<file path="config.mk">
export PLATFORM = sky130hd
export DESIGN_NAME = multicycle_control_fsm
export DESIGN_NICKNAME = d
export VERILOG_FILES = /design/src/rtl/multicycle_control_fsm_pkg.sv /design/src/rtl/multicycle_control_fsm_mem_wait_timer.sv /design/src/rtl/multicycle_control_fsm.sv
export SDC_FILE = /design/constraint.sdc
export NUM_CORES = 1
export LEC_CHECK = 0
export ABC_CLOCK_PERIOD_IN_PS = 3100
export CAP_MARGIN = 20
export CORE_ASPECT_RATIO = 0.9
export CORE_UTILIZATION = 48
export CTS_CLUSTER_DIAMETER = 30
export CTS_CLUSTER_SIZE = 25
export DETAILED_ROUTE_END_ITERATION = 10
export PLACE_DENSITY_LB_ADDON = 0.12
export SLEW_MARGIN = 10
export SYNTH_ARGS = -nofsm -noshare
export SYNTH_HDL_FRONTEND = slang
export SYNTH_SLANG_ARGS = --single-unit
</file>
<file path="constraint.sdc">
create_clock -name clk -period 3.1 [get_ports clk]
set_input_delay 0.62 -clock clk [delete_from_list [all_inputs] [get_ports clk]]
set_output_delay 0.62 -clock clk [all_outputs]
set_load 0.1 [all_outputs]
</file>
<file path="src/rtl/multicycle_control_fsm_pkg.sv">
// Shared encodings for the multi-cycle RV32I control path: FSM states,
// opcodes and the datapath mux/ALU select values driven by the controller.
package multicycle_control_fsm_pkg;

    typedef enum logic [3:0] {
        FETCH,
        DECODE,
        EXEI,
        ALUWB,
        MEMADR,
        MEMRD,
        MEMWB,
        MEMWR,
        BRANCH,
        TRAP
    } mc_state;

    typedef enum logic [6:0] {
        lw   = 7'b0000011,
        addi = 7'b0010011,
        sw   = 7'b0100011,
        bne  = 7'b1100011
    } opcode;

    typedef enum logic [1:0] {
        Imm    = 2'd0,
        Store  = 2'd1,
        Branch = 2'd2
    } instr_format;

    typedef enum logic {
        Sum = 1'b0,
        Sub = 1'b1
    } alu_ctrl;

    typedef enum logic [1:0] {
        SRC_A_PC    = 2'd0,
        SRC_A_OLDPC = 2'd1,
        SRC_A_RS1   = 2'd2
    } src_a_sel;

    typedef enum logic [1:0] {
        SRC_B_RS2  = 2'd0,
        SRC_B_IMM  = 2'd1,
        SRC_B_FOUR = 2'd2
    } src_b_sel;

    typedef enum logic [1:0] {
        RES_ALUOUT  = 2'd0,
        RES_MEMDATA = 2'd1,
        RES_ALU     = 2'd2
    } result_sel;

    localparam logic [1:0] TRAP_NONE    = 2'd0;
    localparam logic [1:0] TRAP_ILLEGAL = 2'd1;
    localparam logic [1:0] TRAP_BUS     = 2'd2;

endpackage

</file>
<file path="src/rtl/multicycle_control_fsm_mem_wait_timer.sv">
// Counts consecutive memory wait cycles and flags the cycle in which the
// outstanding request would reach TIMEOUT_CYCLES unanswered.
module mem_wait_timer #(
    parameter int TIMEOUT_CYCLES = 255,
    parameter int WAIT_W         = 16
) (
    input  logic clk,
    input  logic rst,
    input  logic clear,
    input  logic waiting,
    output logic timeout
);

    localparam logic [WAIT_W-1:0] LIMIT = WAIT_W'(TIMEOUT_CYCLES);
    localparam logic [WAIT_W-1:0] LAST  = WAIT_W'(TIMEOUT_CYCLES - 1);

    logic [WAIT_W-1:0] count_q;

    // NOTE: sequential state uses non-blocking assignments only, so every
    // always_ff reads the pre-edge value of every register it samples.
    always_ff @(posedge clk or posedge rst) begin
        if (rst) begin
            count_q <= '0;
        end else if (clear) begin
            count_q <= '0;
        end else if (waiting && (count_q != LIMIT)) begin
            count_q <= count_q + WAIT_W'(1);
        end
    end

    // Fires on the wait cycle that brings the count to the limit; a ready in
    // that same cycle drops 'waiting' and so wins over the timeout.
    assign timeout = waiting && (count_q >= LAST);

endmodule

</file>
<file path="src/rtl/multicycle_control_fsm.sv">
// Sequencer for the multi-cycle RV32I core: walks the shared datapath through
// fetch/decode/execute/memory/writeback and traps on bad opcodes or bus stalls.
module multicycle_control_fsm
    import multicycle_control_fsm_pkg::*;
#(
    parameter int TIMEOUT_CYCLES = 255,
    parameter int WAIT_W         = 16
) (
    input  logic        clk,
    input  logic        rst,
    input  logic [31:0] instr,
    input  logic        EQ,
    input  logic        mem_ready,
    output logic        mem_req,
    output logic        mem_write,
    output logic        AdrSrc,
    output logic        IRWrite,
    output logic        PCWrite,
    output logic        RegWrite,
    output logic        ALUctrl,
    output logic [1:0]  ALUsrcA,
    output logic [1:0]  ALUsrcB,
    output logic [1:0]  ImmSrc,
    output logic [1:0]  ResultSrc,
    output logic        retire,
    output logic        trap,
    output logic [1:0]  trap_cause
);

    mc_state     state_q;
    logic [1:0]  cause_q;
    logic [6:0]  op;
    logic        timeout;
    logic        unused_instr_bits;

    assign op                = instr[6:0];
    assign unused_instr_bits = ^instr[31:7];

    // Idle and handshake-complete cycles both restart the count, which covers
    // every entry into FETCH, MEMRD and MEMWR.
    mem_wait_timer #(
        .TIMEOUT_CYCLES (TIMEOUT_CYCLES),
        .WAIT_W         (WAIT_W)
    ) u_wait_timer (
        .clk     (clk),
        .rst     (rst),
        .clear   (!mem_req || mem_ready),
        .waiting (mem_req && !mem_ready),
        .timeout (timeout)
    );

    always_ff @(posedge clk or posedge rst) begin
        if (rst) begin
            state_q <= FETCH;
            cause_q <= TRAP_NONE;
        end else begin
            case (state_q)
                FETCH: begin
                    if (mem_ready) begin
                        state_q <= DECODE;
                    end else if (timeout) begin
                        state_q <= TRAP;
                        cause_q <= TRAP_BUS;
                    end
                end
                DECODE: begin
                    case (op)
                        addi:    state_q <= EXEI;
                        lw, sw:  state_q <= MEMADR;
                        bne:     state_q <= BRANCH;
                        default: begin
                            state_q <= TRAP;
                            cause_q <= TRAP_ILLEGAL;
                        end
                    endcase
                end
                EXEI:   state_q <= ALUWB;
                ALUWB:  state_q <= FETCH;
                MEMADR: state_q <= (op == lw) ? MEMRD : MEMWR;
                MEMRD: begin
                    if (mem_ready) begin
                        state_q <= MEMWB;
                    end else if (timeout) begin
                        state_q <= TRAP;
                        cause_q <= TRAP_BUS;
                    end
                end
                MEMWB:  state_q <= FETCH;
                MEMWR: begin
                    if (mem_ready) begin
                        state_q <= FETCH;
                    end else if (timeout) begin
                        state_q <= TRAP;
                        cause_q <= TRAP_BUS;
                    end
                end
                BRANCH: state_q <= FETCH;
                TRAP:   state_q <= TRAP;
                default: begin
                    state_q <= TRAP;
                    cause_q <= TRAP_ILLEGAL;
                end
            endcase
        end
    end

    // NOTE: every output gets its 0 default before the case so no path leaves
    // one unassigned (no latches); gating on rst drops mem_req the instant
    // reset rises, without waiting for a clock edge.
    always_comb begin
        mem_req   = 1'b0;
        mem_write = 1'b0;
        AdrSrc    = 1'b0;
        IRWrite   = 1'b0;
        PCWrite   = 1'b0;
        RegWrite  = 1'b0;
        ALUctrl   = Sum;
        ALUsrcA   = SRC_A_PC;
        ALUsrcB   = SRC_B_RS2;
        ImmSrc    = Imm;
        ResultSrc = RES_ALUOUT;
        retire    = 1'b0;
        trap      = 1'b0;
        if (!rst) begin
            case (state_q)
                FETCH: begin
                    mem_req = 1'b1;
                    if (mem_ready) begin
                        IRWrite   = 1'b1;
                        PCWrite   = 1'b1;
                        ALUsrcB   = SRC_B_FOUR;
                        ResultSrc = RES_ALU;
                    end
                end
                DECODE: begin
                    ALUsrcA = SRC_A_OLDPC;
                    ALUsrcB = SRC_B_IMM;
                    ImmSrc  = Branch;
                end
                EXEI: begin
                    ALUsrcA = SRC_A_RS1;
                    ALUsrcB = SRC_B_IMM;
                end
                ALUWB: begin
                    RegWrite = 1'b1;
                    retire   = 1'b1;
                end
                MEMADR: begin
                    ALUsrcA = SRC_A_RS1;
                    ALUsrcB = SRC_B_IMM;
                    ImmSrc  = (op == sw) ? Store : Imm;
                end
                MEMRD: begin
                    mem_req = 1'b1;
                    AdrSrc  = 1'b1;
                end
                MEMWB: begin
                    RegWrite  = 1'b1;
                    ResultSrc = RES_MEMDATA;
                    retire    = 1'b1;
                end
                MEMWR: begin
                    mem_req   = 1'b1;
                    mem_write = 1'b1;
                    AdrSrc    = 1'b1;
                    retire    = mem_ready;
                end
                BRANCH: begin
                    ALUsrcA = SRC_A_RS1;
                    ALUctrl = Sub;
                    PCWrite = !EQ;
                    retire  = 1'b1;
                end
                TRAP:    trap = 1'b1;
                default: ;
            endcase
        end
    end

    assign trap_cause = cause_q;

endmodule

</file>
# --- Yosys cells after proc, flatten, opt, wreduce, memory -nomap -nowiden ---
# Cells that the tools add are included.
totals:
  register_bits: 22
  inputBits: 36
  wordCells: 84
op_classes:
  n_addsub: 1
  n_lt_le_gt_ge: 1
  n_eq_ne: 17
  muxes: 42
  bitwise: 1
  n_reduce_logical: 19
op_table:
  columns: ["operator", "count"]
  rows:
  - ["two-way mux 16 bit", 2]
  - ["one-hot mux 4 bit (7 select lines)", 1]
  - ["two-way mux 1 bit", 18]
  - ["two-way mux 2 bit", 9]
  - ["adder 16 x 1 -> 16 bit, second input constant", 1]
  - ["equality test 4 x 3 -> 1 bit, second input constant", 4]
  - [">= comparator 16 x 8 -> 1 bit, second input constant", 1]
  - ["two-way mux 4 bit", 4]
  - ["!= test 16 x 8 -> 1 bit, second input constant", 1]
  - ["one-hot mux 2 bit (2 select lines)", 4]
  - ["one-hot mux 4 bit (3 select lines)", 1]
  - ["OR reduction 3 bit", 4]
  - ["equality test 4 x 2 -> 1 bit, second input constant", 2]
  - ["equality test 4 bit, second input constant", 2]
  - ["equality test 7 x 2 -> 1 bit, second input constant", 1]
  - ["equality test 7 x 5 -> 1 bit, second input constant", 1]
  - ["equality test 7 x 6 -> 1 bit, second input constant", 1]
  - ["equality test 7 bit, second input constant", 1]
  - ["one-hot mux 2 bit (3 select lines)", 1]
  - ["OR reduction 2 bit", 3]
  - ["OR reduction 6 bit", 1]
  - ["equality test 4 x 1 -> 1 bit, second input constant", 1]
  - ["logical NOT 4 bit", 1]
  - ["!= test 2 bit, second input constant", 2]
  - ["9 further kinds", 14]

# --- Depth between registers and ports, before layout ---
# Gate-level depths: netlist (run 1).
logic_depth:
  depth_word: 9
  depth_mapped: 6
  ltp_nobuf: 5

# --- Modules after synthesis ---
# Synthesis (run 1) repeated with hierarchy kept, for this count alone.
unflattened:
  hier_cells: 203
  area_unflattened_um2: 1700.4
by_module_without_submodules:
  columns: ["module", "n_inst", "cells_per_inst", "area_each_um2"]
  rows:
  - ["mem_wait_timer", 1, 103, 989.7]
  - ["multicycle_control_fsm", 1, 100, 710.7]

# --- Worst setup path after synthesis (run 1) ---
# OpenSTA, ideal clock, no wires.
synth_timing:
  kind: "input-to-output"
  startpoint: "input port rst"
  endpoint: "output port PCWrite"
  arrival_time_ps: 5689
  required_ps: 2480
  setup_slack_ps: -3209
  stages: 2
  path_buffers: 0
  path_cell_list: "or3_1 -> a2111oi_0"
synth_between:
  elab_chain_len: 1
synth_lines:
  columns: ["element", "line", "text"]
  rows:
  - ["from (decl)", "multicycle_control_fsm.sv:10", "input logic rst,"]
  - ["two-way mux 1 bit", "multicycle_control_fsm.sv:124", "if (!rst) begin"]
  - ["to (decl)", "multicycle_control_fsm.sv:18", "output logic PCWrite,"]
# Every way passes these cells.

# --- Worst setup path in the final report (run 1) ---
layout_timing:
  startpoint: "input port instr[0]"
  endpoint: "output port ImmSrc[0]"
layout_between:
  elab_chain_len: 4
layout_lines:
  columns: ["element", "line", "text"]
  rows:
  - ["from (decl)", "multicycle_control_fsm.sv:11", "input logic [31:0] instr,"]
  - ["equality test 7 x 6 -> 1 bit", "multicycle_control_fsm.sv:151", "ImmSrc = (op == sw) ? Store : Imm;"]
  - ["two-way mux 1 bit", "multicycle_control_fsm.sv:151", null]
  - ["one-hot mux 2 bit (2 select lines)", "multicycle_control_fsm.sv:125", "case (state_q)"]
  - ["two-way mux 2 bit", "multicycle_control_fsm.sv:124", null]
  - ["to (decl)", "multicycle_control_fsm.sv:23", "output logic [1:0] ImmSrc,"]
# Every way passes these cells.

==> run summary, run 1 <==
complex-gate fraction of the synthesized area = 18.3%
routed vias = 1463
power consumption = 547 µW
vias in the first global route = 1303
CTS tree = built
antenna violations before repair = 0
Tmin final = 2.83 ns
Yosys reg bits = 22
Setup violations, final = 0
PwrDens = 261 nW/µm²
Worst-Margin Slew = 0.661 ns
kind of start point of the critical path = input pin
sw power = 109 µW
largest family of logic cells by synthesized area = simple AND/OR/NAND/NOR gates
WL/cell = 15.1 µm
total grt overflow = 0
htree depth = 1
CP Capture Type = output pin
Num CTS Buffers = 3
Yosys warnings = 0
Final Hold Viols = 0
Top Ports = 55
worst-path maximum fanout = 2
antenna viol nets, final = 0
Final Instance Count excl. Fillers = 243
Final nets = 242
Peak VDD IR = 0.000474 V
die height = 55.2 µm
PortBufs = 29
data arrival time of the critical path = 2.21 ns
WS Path Type = input pin to output pin
post-CTS sizing = 0
RSZ-0062 raised after global routing = false
First DRT Iteration DRCs = 83
Lkg Pwr = 0.746 nW
post-synthesis xor/xnor area fraction = 6.38%
Layout area overhead = 38.9%
register area share after synthesis = 36.5%
Adder-Cell Fraction of Synth Area = 1.66%
Comb power frac = 7.8%
number of max-cap violations = 0
HP Class = flip-flop to flip-flop
first-pass GRT wire length = 5910 µm
Clock Path Buffers = 2
DR vias/cell = 6.02
Yosys top cell area share = 36.5%
Max Slew Vio Count = 0
# DRC = 0
mux cell area share after synthesis = 0.663%
DIE AREA = 3370 µm²
clk_skew = 0.0202 ns
DRT Pass-1 Iters = 5
Clock power frac = 39.7%
Peak Freq = 0.354 GHz
outcome = completed
Initial Utilization = 52.8%
Critical Path RT = 2.48 ns
row count = 18
leading area contributor after synthesis = dfrtp_1
GRT Total Usage = 24.1%
Post-CTS Setup Bufs = 0
cts hold-fix bufs = 0
core area = 2860 µm²
R2R Setup Slk = 0.92 ns
clk root buf = clkbuf_4
# diodes = 0
Avg Cell Area, Syn = 8.38 µm²
final WL = 3670 µm
period utilization = 91.2%
largest net degree at the start of global routing = 23
share of layout cells above drive strength 1 = 21.2%
Internal Power = 438 µW
slew margin rel. = 55.9%
clock slew at reported path FFs = 0.11 ns
gate count of the mapped netlist = 180
Distinct cells, synth = 46
chip width = 61.1 µm
top post-synthesis cells by area = dfrtp_1 36%, xnor2_1 5.8%, nor2_1 5.2%
placed cells = 239
Synthesized Nets = 218
Synth Area in Simple Gates = 31.2%
Final Wtd Congestion = 0.865
Sink Count = 22
switch share = 19.9%
Fill cells = 223
sequential power share = 52.6%
Skew-Pair Late Insertion Delay = 0.31 ns
Syn Std Cell Area = 1510 µm²
dpl hpwl = 2740 µm
area by class of cell:
type                            instances  area, µm²  area share [%]
Clock inverter                          1       30.0            1.43
Sequential cell                        22        551            26.3
Clock buffer                            3       22.5            1.07
Multi-Input combinational cell        139        942            45.0
Timing Repair Buffer                   32        478            22.8
Inverter                                6       22.5            1.07
Tap cell                               40       50.0            2.39
sequential cells by signal (all words and copies together) (netlist names):
name / flops
u_wait_timer.count_q: 16
trap_cause: 2
state_q: 4
kinds of logic (layout without fill, tap and decap cells):
| group | after synthesis | in the layout |
|---|---|---|
| compound gates | 41 | 41 |
| xor+xnor | 11 | 11 |
| fa+ha+maj | 2 | 2 |
| buf+inv | 19 | 42 |
| flops | 22 | 22 |
| mux | 1 | 1 |
| simple gates | 84 | 84 |
routing by layer:
layer | share of wire (%) | GRT usage, % | vias to the layer above
met5 | 0 | 0 | -
met4 | 0.22 | 4.17 | 0
met3 | 6.5 | 5.12 | 2
met2 | 49 | 40.4 | 53
met1 | 44 | 32.4 | 695
li1 | - | - | 713
power by group through the flow:
stage                     Clock [mW]  Sequential, mW  Combinational (mW)
after detailed placement           0           0.293              0.0427
after global routing           0.232           0.287              0.0459
after global placement             0           0.293              0.0413
final                          0.217           0.287              0.0424
after CTS                      0.221           0.287              0.0427
after floorplan                    0           0.294              0.0162
synthesized netlist by cell type (all sizes together):
cell      n
mux2i     1
nor4bb    1
a41oi     1
nor3b     2
nor4b     1
nor3      7
clkbuf    8
a21oi    11
nor4      9
or3       6
o22ai     1
nand3     9
nand4     3
nand2b    6
dfrtp    22
o41ai     1
a2111oi   2
ha        2
xor2      1
o221ai    1
nor2b     2
or2       1
o31a      2
o21a      1
a211oi    4
a31oi     2
nand2     9
o31ai     1
xnor2    10
nor2     22
a211o     3
inv       6
o32a      1
buf       5
or4       4
o2111ai   1
nand4bb   1
a21o      1
and4      1
o21ai     8
critical path, cell delays in order:
cell and delay [ns]:
clkdlybuf4s50_1 0.47, nor4bb_1 0.39, nand2_1 0.13, nor4_2 0.37, buf_12 0.22
final timing paths:
kind,cells after the start,start,end
max,5,instr[0],ImmSrc[0]
min,1,trap_cause[1],trap_cause[1]
max reg2reg,4,state_q[2],state_q[2]
min reg2reg,1,trap_cause[1],trap_cause[1]
max in group asynchronous,4,rst,trap_cause[0]
min in group asynchronous,4,rst,u_wait_timer.count_q[5]
per-stage QoR:
stage / setup slack [ns] / setup TNS, ns / hold slack (ns) / utilization (%) / cell area (µm²)
5_1_grt: 0.220 / 0 / 0.536 / 73.3 / 2100
2_1_floorplan: -0.509 / -1.21 / 0.510 / - / 1580
4_1_cts: 0.275 / 0 / 0.510 / 73.3 / 2100
6_report: 0.273 / 0 / 0.507 / 73.3 / 2100
3_3_place_gp: 0.307 / 0 / 0.469 / 71.4 / 2040
3_5_place_dp: 0.281 / 0 / 0.481 / 71.4 / 2040
layout by cell type (no fill, tap or decap), drive strengths merged, types with 2 or more instances in the layout:
master / count
dfrtp: 22
nor2: 22
buf: 22
a21oi: 11
xnor2: 10
clkdlybuf4s50: 10
nand2: 9
nand3: 9
nor4: 9
o21ai: 8
nor3: 7
inv: 6
nand2b: 6
or3: 6
a211oi: 4
or4: 4
a211o: 3
nand4: 3
clkbuf: 3
nor2b: 2
o31a: 2
a31oi: 2
ha: 2
nor3b: 2
a2111oi: 2
Note: power is estimated with default switching activity, not from simulation.
==> inputs of run 2 (changes only) <==
- TNS_END_PERCENT: unset -> 100
==> results of run 2 <==
Same layout as run 1: the final DEF is identical, and so are final timing and power.
==> inputs of run 3 (changes only) <==
- CTS_CLUSTER_DIAMETER: 30 -> 200
- GPL_TIMING_DRIVEN: unset -> 0
==> run 3 against run 2 <==
  * Worst setup slack lost 0.19 ns
  * Highest routed layer unchanged
  * Fmax decreased by 6.4%
  * Hold slack got worse by 0.011 ns
  * Combinational power decreased by 9.0%
  * Non-clock buffer count grew 10
  * Die area unchanged
  * First-iteration DRC count decreased by 3.6%
==> run summary, run 3 (synthesized netlist as in run 1, its figures left out) <==
DIE AREA = 3370 µm² (unchanged)
CP Capture Type = output pin
DRT Pass-1 Iters = 4 (-1)
antenna viol nets, final = 0 (unchanged)
Critical Path RT = 2.48 ns (about the same)
data arrival time of the critical path = 2.40 ns (+0.19 ns)
Layout area overhead = 31.2%
PwrDens = 278 nW/µm² (+6.6%)
Setup violations, final = 0 (unchanged)
chip width = 61.1 µm (unchanged)
met2 wire len = 1730 µm (-4.2%)
# DRC = 0 (unchanged)
Top Ports = 55 (unchanged)
Min-Delay Endpoint = trap_cause[1]
DR vias/cell = 5.91 (-1.8%)
beginning of the critical path = rst
Skew-Pair Late Insertion Delay = 0.33 ns (+0.02 ns)
top layer in use = met4
Peak Freq = 0.331 GHz (-6.4%)
share of layout cells above drive strength 1 = 20.6% (-0.62 points)
clk root buf = clkbuf_4
area occupied by registers = 551 µm² (unchanged)
final hold slack = 0.496 ns (-0.0107 ns)
Max Slew Vio Count = 0 (unchanged)
Fill cells = 231 (+3.6%)
first-pass GRT wire length = 6220 µm (+5.1%)
die height = 55.2 µm (unchanged)
WS Path Type = input pin to output pin
row count = 18 (unchanged)
antenna violations before repair = 0 (unchanged)
period utilization = 97.4% (+6.2 points)
number of max-cap violations = 0 (unchanged)
commonest non-fill, non-tap cell in the layout = dfrtp_1
WL/cell = 14.7 µm (-2.9%)
Placement Setup Slack = -1.15 ns (-1.43 ns)
final WL = 3720 µm (+1.5%)
R2R Setup Slk = 1.06 ns (+0.14 ns)
HP Class = flip-flop to flip-flop
switch share = 21.2% (+1.3 points)
Sink Count = 22 (unchanged)
Hold Path Origin = trap_cause[1]
placed cells = 248 (+3.8%)
core area = 2860 µm² (unchanged)
clock slew at reported path FFs = 0.11 ns (about the same)
Comb power frac = 7.0% (-0.8 points)
largest register by flop count = u_wait_timer.count_q
Final nets = 253 (+4.5%)
GRT Total Usage = 25.4% (+1.3 points)
largest net degree at the start of global routing = 14 (-39%)
total grt overflow = 0 (unchanged)
reg-to-reg startpoint = u_wait_timer.count_q[1]
Initial Utilization = 52.8% (unchanged)
CTS tree = built
slew margin rel. = 35.4% (-21 points)
Peak VDD IR = 0.000272 V (-43%)
area of the multi-input gates = 942 µm² (unchanged)
htree depth = 1 (unchanged)
kind of start point of the critical path = input pin
DR WL met3 = 200 µm (-17%)
sequential power share = 52.2% (-0.4 points)
Internal Power = 434 µW (-0.89%)
Final Instance Count excl. Fillers = 254 (+4.5%)
Lkg Pwr = 0.692 nW (-7.2%)
Final Hold Viols = 0 (unchanged)
worst-path maximum fanout = 8 (+6)
Final WS setup = 0.0798 ns (-0.193 ns)
routed vias = 1502 (+2.7%)
Clock Path Buffers = 2 (unchanged)
r2r endpoint = u_wait_timer.count_q[3]
clk_skew = 0.0219 ns (+0.00167 ns)
First DRT Iteration DRCs = 80 (-3.6%)
worst hold path stage count = 1 (unchanged)
dpl hpwl = 2710 µm (-1.3%)
outcome = completed
Clock power frac = 40.8% (+1.1 points)
Tmin final = 3.02 ns (+0.193 ns)
Num CTS Buffers = 3 (unchanged)
Worst-Margin Slew = 0.966 ns (+0.305 ns)
vias in the first global route = 1327 (+1.8%)
sw power = 117 µW (+7.1%)
PortBufs = 28 (-3.4%)
worst reg2reg path depth = 5 (+1)
cts hold-fix bufs = 0 (unchanged)
Final Wtd Congestion = 0.907 (+4.8%)
most frequent cells in the layout = 22 x dfrtp_1, 18 x nor2_1, 12 x clkdlybuf4s15_2
RSZ-0062 raised after global routing = false
# diodes = 0 (unchanged)
met1 wire length = 1780 µm (+10%)
max reg flops = 16 (unchanged)
[run 3: cell types whose count changed in the layout (fill, tap and decap cells not counted), sizes merged]
cell / change
buf: -14
inv: -1
clkinvlp: +2
clkbuf: +9
dlygate4sd2: +3
clkdlybuf4s15: +12
[run 3: through the flow]
stage	setup TNS (ns)	instance area, µm²	power (mW)	util, %
finish	0	1980	0.550	69.2
global route	0	1980	0.570	69.2
CTS	0	1980	0.551	69.3
detailed placement	-10.04	1910	0.330	66.7
global placement	-9.64	1910	0.329	66.7
floorplan	-1.21	1580	0.311	-
[run 3: cell type report]
type | instances | area share [%]
tap | 40 | 2.53
sequential | 22 | 27.8
clock buffer | 3 | 1.14
inverter | 6 | 1.33
timing repair buffer | 29 | 14.6
multi-input combinational | 139 | 47.6
buffer | 13 | 3.22
clock inverter | 1 | 1.52
timing repair inverter | 1 | 0.253
[run 3: worst max-delay path, cell delays in order]
cell and delay (ns):
dlygate4sd2_1 0.37, or3_4 0.43, nor2_1 0.11, dlygate4sd2_1 0.85
[run 3: power groups by stage]
stage / Clock [mW] / Sequential [mW] / Combinational, mW
6_report: 0.224 / 0.287 / 0.0386
5_1_grt: 0.241 / 0.287 / 0.0420
4_1_cts: 0.225 / 0.287 / 0.0387
3_5_place_dp: 0 / 0.293 / 0.0371
3_3_place_gp: 0 / 0.293 / 0.0364
2_1_floorplan: 0 / 0.294 / 0.0162
[run 3: how the worst max path moves through the flow]
| stage | end | slack (ns) | depth (start not counted) |
|---|---|---|---|
| after floorplan | PCWrite | -0.51 | 4 |
| after global placement | ResultSrc[0] | -1.13 | 5 |
| after detailed placement | ResultSrc[0] | -1.15 | 5 |
| after CTS | ResultSrc[1] | 0.03 | 5 |
| after global routing | ImmSrc[0] | 0.004 | 5 |
| final | ALUctrl | 0.08 | 4 |
[run 3: routing by layer]
metal | vias to the layer above | track usage [%]
li1 | 735 | -
met1 | 717 | 37.0
met2 | 48 | 39.9
met3 | 2 | 4.88
met4 | 0 | 3.79
met5 | - | 0
[run 3: repair_timing]
item	in CTS	in global routing
cloned	1	0
setup buffers	1	0
gates resized for setup	57	5
setup endpoints to repair	17	4
